<file path="src/rtl/pc_predict_pkg.sv">
// pc_predict_pkg
// Shared definitions for the fetch-stage PC register and branch predictor:
//   PC_WIDTH / PC_RESET  - architectural PC width and fetch PC after reset
//   bht_ctr_e            - 2-bit branch history counter encodings
//   ctr_next()           - saturating counter update
package pc_predict_pkg;

    localparam int                   PC_WIDTH = 32;
    localparam logic [PC_WIDTH-1:0]  PC_RESET = 32'h0000_0000;

    typedef enum logic [1:0] {
        SNT = 2'b00,   // strongly not-taken
        WNT = 2'b01,   // weakly not-taken (reset value)
        WT  = 2'b10,   // weakly taken
        ST  = 2'b11    // strongly taken
    } bht_ctr_e;

    // Saturating 2-bit update: taken counts up to ST, not-taken down to SNT.
    function automatic logic [1:0] ctr_next(input logic [1:0] cur, input logic taken);
        logic [1:0] nxt;
        nxt = cur;
        if (taken) begin
            if (cur != ST) nxt = cur + 2'd1;
        end else begin
            if (cur != SNT) nxt = cur - 2'd1;
        end
        return nxt;
    endfunction

endpackage

</file>
<file path="src/rtl/pc_predict_bht.sv">
// bht_counter_array
// Branch history table: ENTRIES 2-bit saturating counters.
//   clk, rst   - clock, synchronous active-high reset (all counters -> WNT)
//   rd_idx     - read index (combinational read, pre-update value)
//   rd_ctr     - counter at rd_idx
//   wr_en      - train this cycle
//   wr_idx     - index being trained
//   wr_taken   - resolved direction
module bht_counter_array
    import pc_predict_pkg::*;
#(
    parameter int ENTRIES = 64,
    parameter int IDX_W   = $clog2(ENTRIES)
) (
    input  logic             clk,
    input  logic             rst,
    input  logic [IDX_W-1:0] rd_idx,
    output logic [1:0]       rd_ctr,
    input  logic             wr_en,
    input  logic [IDX_W-1:0] wr_idx,
    input  logic             wr_taken
);

    logic [1:0] ctr [ENTRIES];

    // Reset has priority, so a training update in the reset cycle is dropped.
    always_ff @(posedge clk) begin
        if (rst) begin
            for (int i = 0; i < ENTRIES; i++) ctr[i] <= WNT;
        end else if (wr_en) begin
            ctr[wr_idx] <= ctr_next(ctr[wr_idx], wr_taken);
        end
    end

    // No write-to-read bypass: the prediction sees the value before this edge's update.
    assign rd_ctr = ctr[rd_idx];

endmodule

</file>
<file path="src/rtl/pc_predict.sv">
// pc_predict
// Fetch PC register plus 2-bit BHT / direct-mapped BTB predictor. The predicted
// next PC feeds the next-PC select mux as its default input.
//   clk, rst        - clock, synchronous active-high reset
//   F_stall_i       - hold the fetch PC
//   F_sel_PC_i      - next PC chosen by the select mux
//   F_PC_o          - current fetch PC (registered)
//   F_pred_PC_o     - predicted next PC
//   F_pred_taken_o  - taken prediction for F_PC_o
//   D_br_valid_i    - decode resolved a conditional branch (training strobe)
//   D_br_taken_i    - resolved direction
//   D_br_PC_i       - PC of the resolved branch
//   D_br_target_i   - resolved taken target
module pc_predict
    import pc_predict_pkg::*;
#(
    parameter int                  PC_WIDTH    = pc_predict_pkg::PC_WIDTH,
    parameter logic [PC_WIDTH-1:0] PC_RESET    = pc_predict_pkg::PC_RESET,
    parameter int                  BHT_ENTRIES = 64,
    parameter int                  BTB_ENTRIES = 16
) (
    input  logic                clk,
    input  logic                rst,
    input  logic                F_stall_i,
    input  logic [PC_WIDTH-1:0] F_sel_PC_i,
    output logic [PC_WIDTH-1:0] F_PC_o,
    output logic [PC_WIDTH-1:0] F_pred_PC_o,
    output logic                F_pred_taken_o,
    input  logic                D_br_valid_i,
    input  logic                D_br_taken_i,
    input  logic [PC_WIDTH-1:0] D_br_PC_i,
    input  logic [PC_WIDTH-1:0] D_br_target_i
);

    localparam int BHT_IW = $clog2(BHT_ENTRIES);
    localparam int BTB_IW = $clog2(BTB_ENTRIES);
    localparam int TAG_W  = PC_WIDTH - BTB_IW - 2;

    logic [PC_WIDTH-1:0] pc_q;

    logic                btb_valid  [BTB_ENTRIES];
    logic [TAG_W-1:0]    btb_tag    [BTB_ENTRIES];
    logic [PC_WIDTH-1:0] btb_target [BTB_ENTRIES];

    // Fetch-side indices (bits [1:0] never index anything).
    logic [BHT_IW-1:0] f_bidx;
    logic [BTB_IW-1:0] f_tidx;
    logic [TAG_W-1:0]  f_tag;
    // Decode-side (training) indices.
    logic [BHT_IW-1:0] d_bidx;
    logic [BTB_IW-1:0] d_tidx;
    logic [TAG_W-1:0]  d_tag;

    logic [1:0] f_ctr;
    logic       hit;

    assign f_bidx = pc_q[BHT_IW+1:2];
    assign f_tidx = pc_q[BTB_IW+1:2];
    assign f_tag  = pc_q[PC_WIDTH-1:BTB_IW+2];
    assign d_bidx = D_br_PC_i[BHT_IW+1:2];
    assign d_tidx = D_br_PC_i[BTB_IW+1:2];
    assign d_tag  = D_br_PC_i[PC_WIDTH-1:BTB_IW+2];

    logic unused_br_lsb;
    assign unused_br_lsb = ^D_br_PC_i[1:0];

    // PC register. A redirect arriving while stalled is lost by design.
    always_ff @(posedge clk) begin
        if (rst)             pc_q <= PC_RESET;
        else if (!F_stall_i) pc_q <= F_sel_PC_i;
    end

    bht_counter_array #(
        .ENTRIES (BHT_ENTRIES),
        .IDX_W   (BHT_IW)
    ) u_bht (
        .clk      (clk),
        .rst      (rst),
        .rd_idx   (f_bidx),
        .rd_ctr   (f_ctr),
        .wr_en    (D_br_valid_i),
        .wr_idx   (d_bidx),
        .wr_taken (D_br_taken_i)
    );

    // BTB valid bits: only these need reset; a taken branch claims its slot
    // unconditionally, not-taken branches leave the BTB alone.
    always_ff @(posedge clk) begin
        if (rst) begin
            for (int i = 0; i < BTB_ENTRIES; i++) btb_valid[i] <= 1'b0;
        end else if (D_br_valid_i && D_br_taken_i) begin
            btb_valid[d_tidx] <= 1'b1;
        end
    end

    // Tag/target payload is qualified by the valid bit, so it carries no reset.
    always_ff @(posedge clk) begin
        if (!rst && D_br_valid_i && D_br_taken_i) begin
            btb_tag[d_tidx]    <= d_tag;
            btb_target[d_tidx] <= D_br_target_i;
        end
    end

    assign hit            = btb_valid[f_tidx] && (btb_tag[f_tidx] == f_tag);
    assign F_pred_taken_o = hit && f_ctr[1];
    assign F_pred_PC_o    = F_pred_taken_o ? btb_target[f_tidx] : pc_q + PC_WIDTH'(4);
    assign F_PC_o         = pc_q;

endmodule

</file>
<file path="config.mk">
export PLATFORM = sky130hd
export DESIGN_NAME = pc_predict
export DESIGN_NICKNAME = d
export VERILOG_FILES = /design/src/rtl/pc_predict_pkg.sv /design/src/rtl/pc_predict_bht.sv /design/src/rtl/pc_predict.sv
export SDC_FILE = /design/constraint.sdc
export NUM_CORES = 1
export LEC_CHECK = 0
export CELL_PAD_IN_SITES_DETAIL_PLACEMENT = 0
export CELL_PAD_IN_SITES_GLOBAL_PLACEMENT = 1
export CORE_MARGIN = 2
export CORE_UTILIZATION = 53
export CTS_CLUSTER_SIZE = 30
export DETAILED_ROUTE_END_ITERATION = 8
export HOLD_SLACK_MARGIN = 0.06
export PLACE_DENSITY = 0.84
export SETUP_SLACK_MARGIN = 0.4
export SYNTH_ARGS = -nofsm -noshare
export SYNTH_HDL_FRONTEND = slang
export SYNTH_SLANG_ARGS = --single-unit
export TNS_END_PERCENT = 50
</file>
<file path="constraint.sdc">
create_clock -name clk -period 8.23 [get_ports clk]
set_input_delay 1.646 -clock clk [delete_from_list [all_inputs] [get_ports clk]]
set_output_delay 1.646 -clock clk [all_outputs]
set_load 0.01 [all_outputs]
</file>
# Word level (Yosys, flattened, before mapping)
# Memories as Yosys holds them, arrays and structs flattened. A register that Yosys moved wholly into a read port is not among the register bits.
# Cells that the tools add are included.
[word_totals]
elab_cells = 49
ramBits = 1072
memories = 4
ff_bits = 32
in_bits = 101
output_inout_bits = 65
[mem_list]
columns = ["name", "words", "width", "read_ports", "rd_clocked_by_memory_dff", "wr", "line_no", "source"]
rows = [
  ["btb_target", 16, 32, 1, 1, 1, "pc_predict.sv:43", "logic [PC_WIDTH-1:0] btb_target [BTB_ENTRIES];"],
  ["btb_tag", 16, 26, 1, 1, 1, "pc_predict.sv:42", "logic [TAG_W-1:0] btb_tag [BTB_ENTRIES];"],
  ["u_bht.ctr", 64, 2, 2, 1, 64, "pc_predict_bht.sv:24", "logic [1:0] ctr [ENTRIES];"],
  ["btb_valid", 16, 1, 1, 1, 16, "pc_predict.sv:41", "logic btb_valid [BTB_ENTRIES];"],
]
[classes]
reduce_logical = 9
n_addsub = 3
eq_ne = 2
n_mux = 30
[op_table]
columns = ["op", "count"]
rows = [
  ["adder 32 x 3 -> 32 bit (second input constant)", 1],
  ["two-way mux 32 bit", 1],
  ["two-way mux 4 bit", 7],
  ["equality test 26 bit", 1],
  ["two-way mux 6 bit", 3],
  ["two-way mux 1 bit", 13],
  ["two-way mux 2 bit", 6],
  ["logical AND 1 bit", 5],
  ["adder 2 x 1 -> 2 bit (second input constant)", 1],
  ["!= test 2 bit (second input constant)", 1],
  ["nonzero test 2 bit", 1],
  ["OR reduction 2 bit", 1],
  ["subtractor 2 x 1 -> 2 bit (second input constant)", 1],
  ["logical NOT 1 bit", 1],
  ["OR reduction 1 bit", 1],
]

# Longest topological paths before layout
# An unclocked memory read counts as a cell.
[logic_depth]
ltp_word = 7
ltp_mapped = 14

# Modules after synthesis
# Synthesis repeated with hierarchy kept, for this count alone.
[hier_totals]
cells_unflattened = 2458
hier_area_um2 = 46492.1
[by_module_without_submodules]
columns = ["mod", "seq_area_each_um2", "cells_per_inst", "n_inst", "area_per_inst_um2"]
rows = [
  ["pc_predict", 28907.7, 1820, 1, 38859.8],
  ["bht_counter_array", 3843.7, 638, 1, 7632.3],
]

# Worst setup path after synthesis
# OpenSTA, ideal clock, no wires.
[synth_path]
path_type = "input to register"
start = "input D_br_PC_i[3]"
end = "memory btb_tag[11][0] (netlist name), enable pin"
path_buffers = 5
stages = 8
slack_ns = 1.897
t_arrival_ns = 5.859
path_cell_list = "clkbuf_1 > clkbuf_1 > clkbuf_1 > clkbuf_1 > nand2_1 > or3_1 > clkbuf_1 > nor2_1"
[synth_rtl]
columns = ["element", "line_no", "source"]
rows = [
  ["start, declared", "pc_predict.sv:31", "input logic [PC_WIDTH-1:0] D_br_PC_i,"],
  ["end, declared", "pc_predict.sv:42", ""],
]
# Straight into the memory's write port.

==> out/results.ini <==
[timing]
hold_violations=0
hold_ws_ps=470
slew_viol_final=0
tns_ps=0
finalSetupViolations=0
slew_headroom=0.141
worst-slew-pin-transition_ps=1290
fmax_mhz=136
setup_ws_ps=884
fin_crit_ps=7350
fin_crit_sh=0.893
skew_ps=9.52
rsz0062_at_grt=false

[logic_synthesis]
syn_nets=2485
ys.flop_type=edfxtp_1
synthDistinctLibCells=60
netlist_area_um2=45900
ys_seq_area_frac=0.715
synth_edf_count=1056
postSynthCellCount=2383
yosys_warnings=0
ys_ff_latch=1110
ys_async_sr_fraction=0
synth.avg_cell_area_um2=19.2

[worst_setup_path]
crit_path_start_kind=flop
crit_path_end_kind=primary output
max_stage_delay_ps=1020
cp_common_cell=mux2_2
cp_cell_sequence=buf_4 -> mux2_2 -> nor4b_1 -> or4_1 -> nor4_1 -> nand4_1 -> nor4_4 -> buf_12 -> mux2_2 -> clkdlybuf4s50_1
path_class=reg2out
crit_required_ps=6580
slowest_stage=dfxtp_4
path_max_fanout=54
cp.arrival_ps=5700

[final_layout]
regArea_um2=32800
nets=2652
fillCellCount=5933
multi_input_area_um2=12300
mostFrequentLayoutCells=edfxtp_1, mux4_2, clkdlybuf4s50_1
area_growth_pct=14.4
fin_util=0.615
final_common_cell=edfxtp_1
drive_above_1_share=0.244

[global_routing]
grt_pass1_vias=24400
grt_max_degree=70
grt_pass1_wl_mm=165
antenna_found_initial=12
grt_usage=0.254
overflow=0

[floorplanning]
die_height_um=298
rows=107
die_w_um=298
io_pins=166
die_area_um2=88900
core_area_um2=85400
start_util=0.537

[clocking]
cts.sinks=1110
cts_setup_buffers=0
hold_buffers=0
cts_tree=done
cts_max_level=3
clk_latency_ps=680
path_clk_slew_ps=70
ctsResizeCount=0
numCtsBuffers=107
cts_max_path_buffers=3
cts-root-buf=clkbuf_16

[drt]
antenna_left=0
drtIter0Drc=2922
num_vias=24000
routed_wl_mm=112
dr.pass1.iters=7
wl_per_cell_um=29.5
drc_errors=0
viasPerCell=6.32

[place]
hpwl_mm=64.6
io_buffers=163
dp_slack_ps=1550
place_congestion=0.820

[power_and_ir_drop]
ir_worst_vdd_mv=0.193
leakagePower_nw=16.4
cellPowerDensity_nw_per_um2=231

[status]
status=finished, final reports clean

[job]
maxCapViolations=0

[worst_hold_path]
worstHoldPathType=reg2reg

## layer usage
layer	up-vias	routed length, um	track usage
li1	9979	-	-
met1	12500	42900	0.357
met2	1296	54600	0.407
met3	179	11500	0.0537
met4	16	2830	0.0694
met5	-	101	0
## power by group
group,internal (mW),switching [mW],total (mW)
sequential,6.24,0.0679,6.30
clock,2.95,2.12,5.06
combinational,0.350,0.408,0.758
## Yosys cell counts, types with 3 or more instances
cell type     n  area, um2
edfxtp_1   1056      31700
mux4_2      314       7070
nor2_1      137        514
nand2_1     107        402
mux2i_1      94        941
clkbuf_1     85        319
nand3_1      57        285
dfxtp_1      54       1080
nand2b_1     52        325
buf_2        45        225
xnor2_1      31        272
xor2_1       31        272
nor3_1       30        150
mux2_4       28        420
buf_1        24       90.1
inv_1        23       86.3
o22ai_1      21        131
or2_2        21        131
mux2_2       14        158
nand4_1      13       81.3
o21ai_0      12       60.1
and2_1       11       68.8
nor2b_1      11       68.8
buf_4        10       75.1
a22oi_1       7       52.6
and3_1        7       43.8
buf_6         7       78.8
a21oi_1       6       30.0
nor3b_1       6       45.0
nor4_1        6       37.5
mux4_1        5        131
o21bai_1      5       37.5
o32ai_1       5       43.8
a2111oi_0     4       35.0
o211ai_1      4       30.0
and3b_1       3       26.3
## critical path: cells and delay by family, from the launching register on
family	cells	cell delay, ps
and+or+nand+nor	5	1760
buffers and inverters	3	1450
DFF	1	1020
muxes	2	670
## through the flow
step                cell area (um2)  instances  power, mW
floorplan                     45900       2383       6.86
global placement              48800       3585       7.16
detailed placement            48800       3585       7.18
CTS                           52500       3789       12.2
global route                  52500       3791       12.4
finish                        52500       3793       12.1
## cell type report
type                            instances  share of cell area
Clock buffer                          139              0.0554
Clock inverter                         65              0.0146
Multi-Input combinational cell       1078               0.235
Inverter                               23             0.00167
Antenna cell                            4            0.000191
Timing Repair Buffer                  230              0.0413
Sequential cell                      1110               0.625
Tap cell                             1144              0.0273
## final timing paths
path	startpoint	end	slack (ps)	cells past startpoint
min	btb_valid[13]$_DFF_P_	btb_valid[13]$_DFF_P_	470	2
max reg2reg	u_bht.ctr[47][1]$_SDFFCE_PN0P_	u_bht.ctr[59][0]$_SDFFCE_PN1P_	4640	6
min reg2reg	btb_valid[13]$_DFF_P_	btb_valid[13]$_DFF_P_	470	2
max	flop	F_pred_PC_o[31]	880	10
## kinds of logic (layout without fill, tap and decap cells)
logic type | count (synthesis) | after routing | share of synthesized area
buffers and inverters | 195 | 457 | 0.0194
muxes | 455 | 455 | 0.190
and+or+nand+nor | 475 | 475 | 0.0502
other | 0 | 4 | 0
xor gates and xnor gates | 62 | 62 | 0.0118
AOI/OAI and AO/OA | 83 | 83 | 0.0128
DFF | 1110 | 1110 | 0.715
adders and majority gates | 3 | 3 | 0.000709
## flip-flops by register name, indices dropped and copies added (netlist names), named ones only
register / flops
F_PC_o: 32
btb_tag: 416
btb_target: 512
btb_valid: 16
u_bht.ctr: 128
(Power assumes the default switching activity.)
